## src/rtl/nibble_packer_4.sv

```systemverilog
// Serial nibble to 16-bit word packer with running max.
// One-word pending buffer absorbs a completed word during output stall.
module nibble_packer_4 #(
  parameter int COUNT_W = 8
) (
  input  logic               CLK,
  input  logic               RESET,
  input  logic               IN_VALID,
  input  logic [3:0]         IN_NIBBLE,
  output logic               IN_READY,
  output logic               OUT_VALID,
  input  logic               OUT_READY,
  output logic [15:0]        NIBBLES,
  output logic [3:0]         NIBBLE_MAYOR,
  output logic [COUNT_W-1:0] WORD_COUNT
);

  typedef enum logic {
    FILL = 1'b0,
    FULL = 1'b1
  } state_t;

  state_t             state, state_n;
  logic [1:0]         slot, slot_n;
  logic [11:0]        part, part_n;
  logic [3:0]         pmax, pmax_n;
  logic [15:0]        pend_w, pend_w_n;
  logic [3:0]         pend_m, pend_m_n;
  logic               out_v, out_v_n;
  logic [15:0]        out_w, out_w_n;
  logic [3:0]         out_m, out_m_n;
  logic [COUNT_W-1:0] cnt, cnt_n;

  logic               in_xfer;
  logic               out_xfer;
  logic               done;
  logic [3:0]         nib_max;

  // Ready depends on registered state only (and reset).
  assign IN_READY     = (state == FILL) && !RESET;
  assign OUT_VALID    = out_v;
  assign NIBBLES      = out_w;
  assign NIBBLE_MAYOR = out_m;
  assign WORD_COUNT   = cnt;

  // Next-state: packing, word completion, output hand-off.
  always_comb begin
    state_n  = state;
    slot_n   = slot;
    part_n   = part;
    pmax_n   = pmax;
    pend_w_n = pend_w;
    pend_m_n = pend_m;
    out_v_n  = out_v;
    out_w_n  = out_w;
    out_m_n  = out_m;
    cnt_n    = cnt;

    in_xfer  = IN_VALID && (state == FILL);
    out_xfer = out_v && OUT_READY;
    done     = in_xfer && (slot == 2'd3);
    nib_max  = (IN_NIBBLE > pmax) ? IN_NIBBLE : pmax;

    if (out_xfer) begin
      out_v_n = 1'b0;
      cnt_n   = cnt + 1'b1;
    end

    if (in_xfer) begin
      slot_n = slot + 2'd1;
      pmax_n = (slot == 2'd0) ? IN_NIBBLE : nib_max;
      unique case (slot)
        2'd0: part_n[3:0]  = IN_NIBBLE;
        2'd1: part_n[7:4]  = IN_NIBBLE;
        2'd2: part_n[11:8] = IN_NIBBLE;
        2'd3: ;
      endcase
    end

    if (done) begin
      if (!out_v || OUT_READY) begin
        out_w_n = {IN_NIBBLE, part};
        out_m_n = nib_max;
        out_v_n = 1'b1;
      end else begin
        pend_w_n = {IN_NIBBLE, part};
        pend_m_n = nib_max;
        state_n  = FULL;
      end
    end

    if ((state == FULL) && out_xfer) begin
      out_w_n = pend_w;
      out_m_n = pend_m;
      out_v_n = 1'b1;
      state_n = FILL;
    end
  end

  // State register; reset discards partial and pending words.
  always_ff @(posedge CLK or posedge RESET) begin
    if (RESET) begin
      state  <= FILL;
      slot   <= '0;
      part   <= '0;
      pmax   <= '0;
      pend_w <= '0;
      pend_m <= '0;
      out_v  <= 1'b0;
      out_w  <= '0;
      out_m  <= '0;
      cnt    <= '0;
    end else begin
      state  <= state_n;
      slot   <= slot_n;
      part   <= part_n;
      pmax   <= pmax_n;
      pend_w <= pend_w_n;
      pend_m <= pend_m_n;
      out_v  <= out_v_n;
      out_w  <= out_w_n;
      out_m  <= out_m_n;
      cnt    <= cnt_n;
    end
  end

endmodule

```

## config.mk

```make
export PLATFORM = sky130hd
export DESIGN_NAME = nibble_packer_4
export DESIGN_NICKNAME = d
export VERILOG_FILES = /design/src/rtl/nibble_packer_4.sv
export SDC_FILE = /design/constraint.sdc
export NUM_CORES = 1
export LEC_CHECK = 0
export ABC_CLOCK_PERIOD_IN_PS = 1960
export CAP_MARGIN = 20
export CORE_MARGIN = 10
export CORE_UTILIZATION = 28
export DETAILED_ROUTE_END_ITERATION = 12
export PLACE_DENSITY = 0.44
export SETUP_SLACK_MARGIN = 0.2
export SLEW_MARGIN = 25
export SYNTH_ARGS = -nofsm -noshare
export SYNTH_HDL_FRONTEND = slang
export SYNTH_SLANG_ARGS = --single-unit
```

## constraint.sdc

```tcl
create_clock -name CLK -period 1.96 [get_ports CLK]
set_input_delay 0.392 -clock CLK [delete_from_list [all_inputs] [get_ports CLK]]
set_output_delay 0.392 -clock CLK [all_outputs]
set_load 0.01 [all_outputs]
```

### Yosys cells after proc, flatten, opt, wreduce, memory -nomap -nowiden

Index checks and enable logic that the tools add are counted.

* eq/ne operators: 4
* muxes and demuxes: 15
* reduce and logical (&&, ||, !) cells: 17
* $add $sub $neg: 2
* bitwise operators: 2
* $lt $le $gt $ge: 1

Operators by type and width (count)
* 2-to-1 mux 16 bit: 3
* 2-to-1 mux 4 bit: 5
* AND reduction 2 bit: 6
* adder 8 x 1 -> 8 bit (second input constant): 1
* 2-to-1 mux 1 bit: 7
* logical AND 1 bit: 5
* == test 2 bit (second input constant): 2
* greater-than comparator 4 bit: 1
* nonzero test 2 bit: 2
* adder 2 x 1 -> 2 bit (second input constant): 1
* == test 2 x 1 -> 1 bit (second input constant): 1
* zero test 1 bit: 2
* zero test 2 bit: 1
* inequality test 2 x 1 -> 1 bit (second input constant): 1
* inverter 1 bit: 2
* logical OR 1 bit: 1

* bits of input ports: 8
* output and inout bits: 30
* bits in registers: 68

### Logic depth before layout (Yosys ltp)

Gate-level depths: netlist (run 1).

* depth after elaboration: 5
* gate-level depth with buffers: 7
* mapped depth without buffers: 6

### Worst setup path before layout (run 1)

Ideal clock, no wire load.

* kind: register -> register
* from: register pmax[1]
* to: register pmax[0]
* period minus slack after synthesis: 1.727 ns
* cell stages (with the launch flop): 8
* setup time: 0.137 ns
* arrival time: 1.590 ns
* slack: 0.233 ns
* required time: 1.823 ns
* buffers on the path: 1
* path through: dfrtp_1 inv_1 ha_1 nor2b_2 or4_4 buf_6 nand4_1 o311ai_1

* cells in the longest elaborated chain, start to end: 3

RTL lines
* start: declaration: line 26 `logic [3:0] pmax, pmax_n;`
* start signal: assignment: line 117 `pmax <= pmax_n;`
* greater-than comparator 4 bit: line 62 `nib_max = (IN_NIBBLE > pmax) ? IN_NIBBLE : pmax;`
* 2-to-1 mux 4 bit: line 62
* 2-to-1 mux 4 bit: line 71 `pmax_n = (slot == 2'd0) ? IN_NIBBLE : nib_max;`

No other way between the ends.
A chain may end at the register's enable or synchronous reset.

### Worst setup path after layout (run 1)

Ends and elaborated chain as after synthesis.

==> impl_metrics.ini, run 1 <==
[outcome]
outcome = completed

[cells_and_area]
finalInstanceArea_um2 = 4185
final_cell_mix = dfrtp_1, nand2_1, clkdlybuf4s50_1
syn_to_final_growth_pct = 35.04
final_common_cell = dfrtp_1
diodes = 0
drive_gt1_share_pct = 17.63
final_nets = 392
fillerInstances = 1089
finish.utilization_pct = 38.61

[drt]
via_per_inst = 4.725
drt_pass1_iterations = 4
routed_wl_mm = 8.225
drtAntennaViolNets = 0
wl_per_cell_um = 15.82
drt_iter0_markers = 141
num_vias = 2457
drc = 0

[sta]
fin_crit_ns = 1.714
hold_ws_ns = 0.4273
tightest_slew_ns = 0.4511
grt_setup_unrepaired = true
skew_ns = 0.01100
fmax_ghz = 0.5836
slew-limit-headroom_pct = 69.86
timing.final.hold_violations = 0
setup_viol = 0
finalCritPeriodShare_pct = 87.43
slew_violations = 0

[die]
die-area_um2 = 15680
start_util_pct = 28.59
die_w_um = 125.2
ios = 38
rows = 38
die_y_um = 125.2
core_um2 = 10840

[yosys]
syn_nets = 320
ys_top_cells_by_area = dfrtp_1, nand2_1, ha_1
syn-mean-instance-area_um2 = 10.23
synth_async_sr_flop_share_pct = 100.0
synth_cells = 303
yosysWarnings = 0
synth_cell_types = 35
synth-edff-count = 0
synth-main-ff-cell = dfrtp_1
synthesis.area_um2 = 3099
ys_ff_latch = 68
yosys.area.top_type_share_pct = 54.91
synth_largest_area_cell = dfrtp_1
seq_area_frac_synth_pct = 54.91

[pwr]
irDropWorstVdd_mv = 0.7112
powerDensity_nw_per_um2 = 1547
p_leak_uw = 0.001976
power_uw = 6475

[placed_design]
dp_hpwl_mm = 5.610
gp_congestion = 0.7694
place_area_um2 = 3832
port_buffers = 37

[clock_network]
cts_htree_levels = 3
cts_tree = done
cts_buffer_depth = 2
cts.clk_slew.worst_paths_ns = 0.08
root_buffer = clkbuf_8
clock_latency_ns = 0.35
ctsHoldBuffers = 0
clkSinkCount = 68
cts_buffers = 9

[flow_run]
max_cap_violations = 0

[global_route]
grt_max_degree = 29
overflow = 0
antenna_found_initial = 0
grt_pass1_vias = 2521
grt_pass1_wl_mm = 13.56
track_usage_pct = 10.64

[setup_path]
critPathRequiredTime_ns = 2.18
critPathCaptureType = flop
r2r-end = pmax[0]$_DFFE_PP0N_
rrSetupSlack_ns = 0.25
startpoint_type = flop
arrival_ns = 1.93
reg2reg_from = pmax[1]$_DFFE_PP0N_
rr_worst_depth = 6
cp_max_fo = 6
setup.worst_path.class = flop to flop

[hold_path]
hp-class = input pin to asynchronous set/reset pin
cell families (layout without fill, tap and decap cells):
kind of cell / Yosys count / after routing / synth area share (%)
mux: 11 / 11 / 3.997
buf+inv: 40 / 116 / 6.015
xor+xnor: 8 / 8 / 2.261
compound gates: 61 / 61 / 12.64
flops: 68 / 68 / 54.91
fa+ha+maj: 9 / 9 / 3.633
simple gates: 106 / 107 / 16.55
cell type report:
type | count | area [µm²] | share of cell area, %
clock buffer | 12 | 145.1 | 3.468
clock inverter | 4 | 120.1 | 2.870
inverter | 25 | 97.59 | 2.332
multi-input combinational | 196 | 1246 | 29.78
sequential | 68 | 1703 | 40.69
tap | 140 | 175.2 | 4.185
timing repair buffer | 75 | 698.2 | 16.68
synthesized netlist by cell type, drive strengths merged, types with 2 or more instances:
master	n
nor2	5
inv	25
a22oi	8
nand2	61
and2	2
mux2	11
o21ai	6
o311ai	4
nor2b	3
o22ai	16
dfrtp	68
and3	2
nand4	15
buf	11
clkbuf	4
ha	9
a21oi	16
nand3	13
nand2b	2
o211ai	8
o21a	2
xnor2	7
state kept, by name (all words and copies together), names as in the netlist:
| signal | flops |
|---|---|
| WORD_COUNT | 8 |
| part | 12 |
| OUT_VALID | 1 |
| state | 1 |
| NIBBLE_MAYOR | 4 |
| pend_w | 16 |
| pend_m | 4 |
| slot | 2 |
| pmax | 4 |
| NIBBLES | 16 |
worst max-delay path by stage:
stage	start	to	depth (start not counted)
2_1_floorplan	pmax[1]$_DFFE_PP0N_	pmax[0]$_DFFE_PP0N_	7
3_3_place_gp	IN_NIBBLE[1]	pmax[1]$_DFFE_PP0N_	6
3_5_place_dp	IN_NIBBLE[1]	pmax[0]$_DFFE_PP0N_	6
4_1_cts	IN_NIBBLE[1]	pmax[0]$_DFFE_PP0N_	6
5_1_grt	pmax[1]$_DFFE_PP0N_	pmax[2]$_DFFE_PP0N_	6
6_report	pmax[1]$_DFFE_PP0N_	pmax[0]$_DFFE_PP0N_	6
power breakdown:
group / switching, µW / internal (µW)
clock network: 541 / 1010
logic: 1260 / 1300
registers: 372 / 1990
total: 2180 / 4300
layer usage:
metal	vias up	GRT usage, %	share of wire [%]
met5	-	0	0
met4	0	4.336	1.8
met3	14	3.253	6.2
met2	62	16.38	47
met1	1182	13.59	45
li1	1199	-	-
worst max-delay path, stage by stage, from the launching register on:
cell and delay [ns]:
dfrtp_1 0.39, inv_2 0.09, ha_4 0.21, nor2b_4 0.13, or4_4 0.57, nand4_1 0.10
o311ai_1 0.10
repair_timing:
action	in CTS	in global routing
resized for setup	3	5
pin swaps	0	7
setup endpoints to repair	17	12
setup buffers	5	2
cloned	1	0
per-stage QoR:
stage | cells | setup slack [ns] | setup TNS [ns]
after floorplan | 303 | 0.2333 | 0
after global placement | 496 | -0.2016 | -2.223
after detailed placement | 496 | -0.2223 | -2.470
after CTS | 518 | 0.1841 | 0
after global routing | 520 | 0.1838 | 0
final | 520 | 0.2464 | 0
(Power assumes the default switching activity.)
==> inputs of run 2 (changes only) <==
Settings changed: SLEW_MARGIN 25 to not set.
==> results of run 2 <==
Final layout, timing and power as in run 1 (identical DEF).
==> inputs of run 3 (changes only) <==
Settings changed: CTS_CLUSTER_DIAMETER set to 100, DONT_BUFFER_PORTS set to 1, PLACE_DENSITY 0.44 to 0.4.
==> run 3 against run 2 <==
- non-clock buffer count fell by 55
- clock skew decreased by 0.0020 ns
- count of clock-buffer cells in the layout unchanged
- wire length down 1.8%
- first-iteration DRC count shrank 7.1%
- worst setup slack improved by 0.053 ns
- power is 15% lower
- sequential power rose by 8.5%
- highest routed layer unchanged
- clock power shrank 25%
- flip-flop and latch count unchanged
- final cell count fell by 11%
==> impl_metrics.ini, run 3 (synthesis results as in run 1) <==
[outcome]
outcome = completed

[cells_and_area]
finalInstanceArea_um2 = 3572
final_common_cell = dfrtp_1
multiInputGateArea_um2 = 1245
final_nets = 337
drive_gt1_share_pct = 14.55
diodes = 0
final_cell_mix = dfrtp_1, nand2_1, inv_1
seq_area_um2 = 1702
fillerInstances = 1144
syn_to_final_growth_pct = 15.26

[sta]
slew_violations = 0
setup_viol = 0
finalCritPeriodShare_pct = 84.73
tightest_slew_ns = 0.4681
skew_ns = 0.008974
grt_setup_unrepaired = false
fin_crit_ns = 1.661
fmax_ghz = 0.6022
hold_ws_ns = 0.04750
setup-tns-final_ns = 0
timing.final.hold_violations = 0
slew-limit-headroom_pct = 68.80

[global_route]
grt_pass1_vias = 2272
overflow = 0
grt_max_degree = 36
antenna_found_initial = 0
grt_pass1_wl_mm = 13.29
track_usage_pct = 10.46

[drt]
num_vias = 2275
routed_wl_mm = 8.081
drtAntennaViolNets = 0
via_per_inst = 4.914
drc = 0
drt_pass1_iterations = 4
drt_iter0_markers = 131
wl_per_cell_um = 17.45

[die]
rows = 38
die_y_um = 125.2
die-area_um2 = 15680
start_util_pct = 28.59
core_um2 = 10840
ios = 38
die_w_um = 125.2

[clock_network]
cts.clk_slew.worst_paths_ns = 0.07
root_buffer = clkbuf_8
cts_buffers = 9
cts_htree_levels = 3
cts_tree = done
cts_buffer_depth = 2
clock_latency_ns = 0.34
clkSinkCount = 68

[pwr]
switching_share_pct = 37.62
combinationalPowerShare_pct = 32.4
irDropWorstVdd_mv = 0.7435
p_sw_uw = 2070
p_leak_uw = 0.001691
intPower_uw = 3433
powerDensity_nw_per_um2 = 1540
p_clk_share_pct = 21.2
p_seq_share_pct = 46.5

[placed_design]
port_buffers = 0
gp_congestion = 0.7269
place_area_um2 = 3324
dp_hpwl_mm = 5.447

[setup_path]
slowest_stage = dfrtp_1
cp_max_fo = 5
setup.worst_path.class = flop to flop
critPathRequiredTime_ns = 2.17
arrival_ns = 1.87
startpoint_type = flop
cpPeakStageDelay_ns = 0.40
critPathCaptureType = flop
critical_path.cell_chain = inv_1 > ha_1 > o21a_1 > o21ai_4 > buf_4 > o211ai_1 > nand3_1

[flow_run]
max_cap_violations = 0

[hold_path]
hp-class = input pin to asynchronous set/reset pin
==> run 3: path summary, 6_finish.rpt <==
path | startpoint | end | slack, ns | cells after the start
min in group CLK | IN_NIBBLE[1] | pend_w[13]$_DFFE_PP0P_ | 0.16 | 2
worst max register to register | pmax[2]$_DFFE_PP0N_ | pend_m[0]$_DFFE_PP0P_ | 0.30 | 7
max in group asynchronous | RESET | NIBBLES[15]$_DFFE_PP0P_ | 1.57 | 2
worst min-delay path | RESET | NIBBLES[0]$_DFFE_PP0P_ | 0.05 | 2
worst min register to register | pend_w[13]$_DFFE_PP0P_ | pend_w[13]$_DFFE_PP0P_ | 0.48 | 2
worst max-delay path | pmax[2]$_DFFE_PP0N_ | pend_m[0]$_DFFE_PP0P_ | 0.30 | 7
==> run 3: timing repair <==
action	4_1_cts	5_1_grt
pin swaps	7	4
setup endpoints to repair	12	16
gates cloned	1	0
gates resized for setup	2	3
setup buffers	1	3
hold buffers	0	0
==> run 3: cell type report <==
cell class	count	area share (%)
clock buffer	12	4.343
clock inverter	2	0.9807
inverter	25	2.732
multi-input combinational	196	34.85
sequential	68	47.64
tap	140	4.904
timing repair buffer	20	4.553
==> run 3: critical path: cells and delay by family (launching register included) <==
family | cells | cell delay (ns)
AOI/OAI and AO/OA | 3 | 0.48
DFF | 1 | 0.40
adders and majority gates | 1 | 0.30
buffers and inverters | 2 | 0.25
and+or+nand+nor | 1 | 0.10
==> run 3: through the flow <==
stage | worst slack [ns] | power, µW | std cells | utilization [%]
after detailed placement | 0.1466 | 4247 | 444 | 30.67
final | 0.2994 | 5503 | 463 | 32.95
after floorplan | 0.2333 | 3737 | 303 | -
after global placement | 0.1914 | 4222 | 444 | 30.67
after global routing | 0.2046 | 5943 | 463 | 32.95
after CTS | 0.1985 | 5517 | 460 | 32.64
==> run 3: per-layer routing <==
metal	GRT usage, %	part of all wire (%)	up-vias
li1	-	-	1096
met1	14.10	49	1105
met2	14.81	42	62
met3	3.887	7.5	12
met4	3.997	1.7	0
met5	0	0	-
==> run 3: power by group through the flow <==
stage	registers, µW	logic, µW	clock network [µW]
floorplan	2440	1290	0
global placement	2610	1620	0
detailed placement	2610	1630	0
CTS	2580	1720	1220
global route	2650	2040	1260
finish	2560	1780	1160
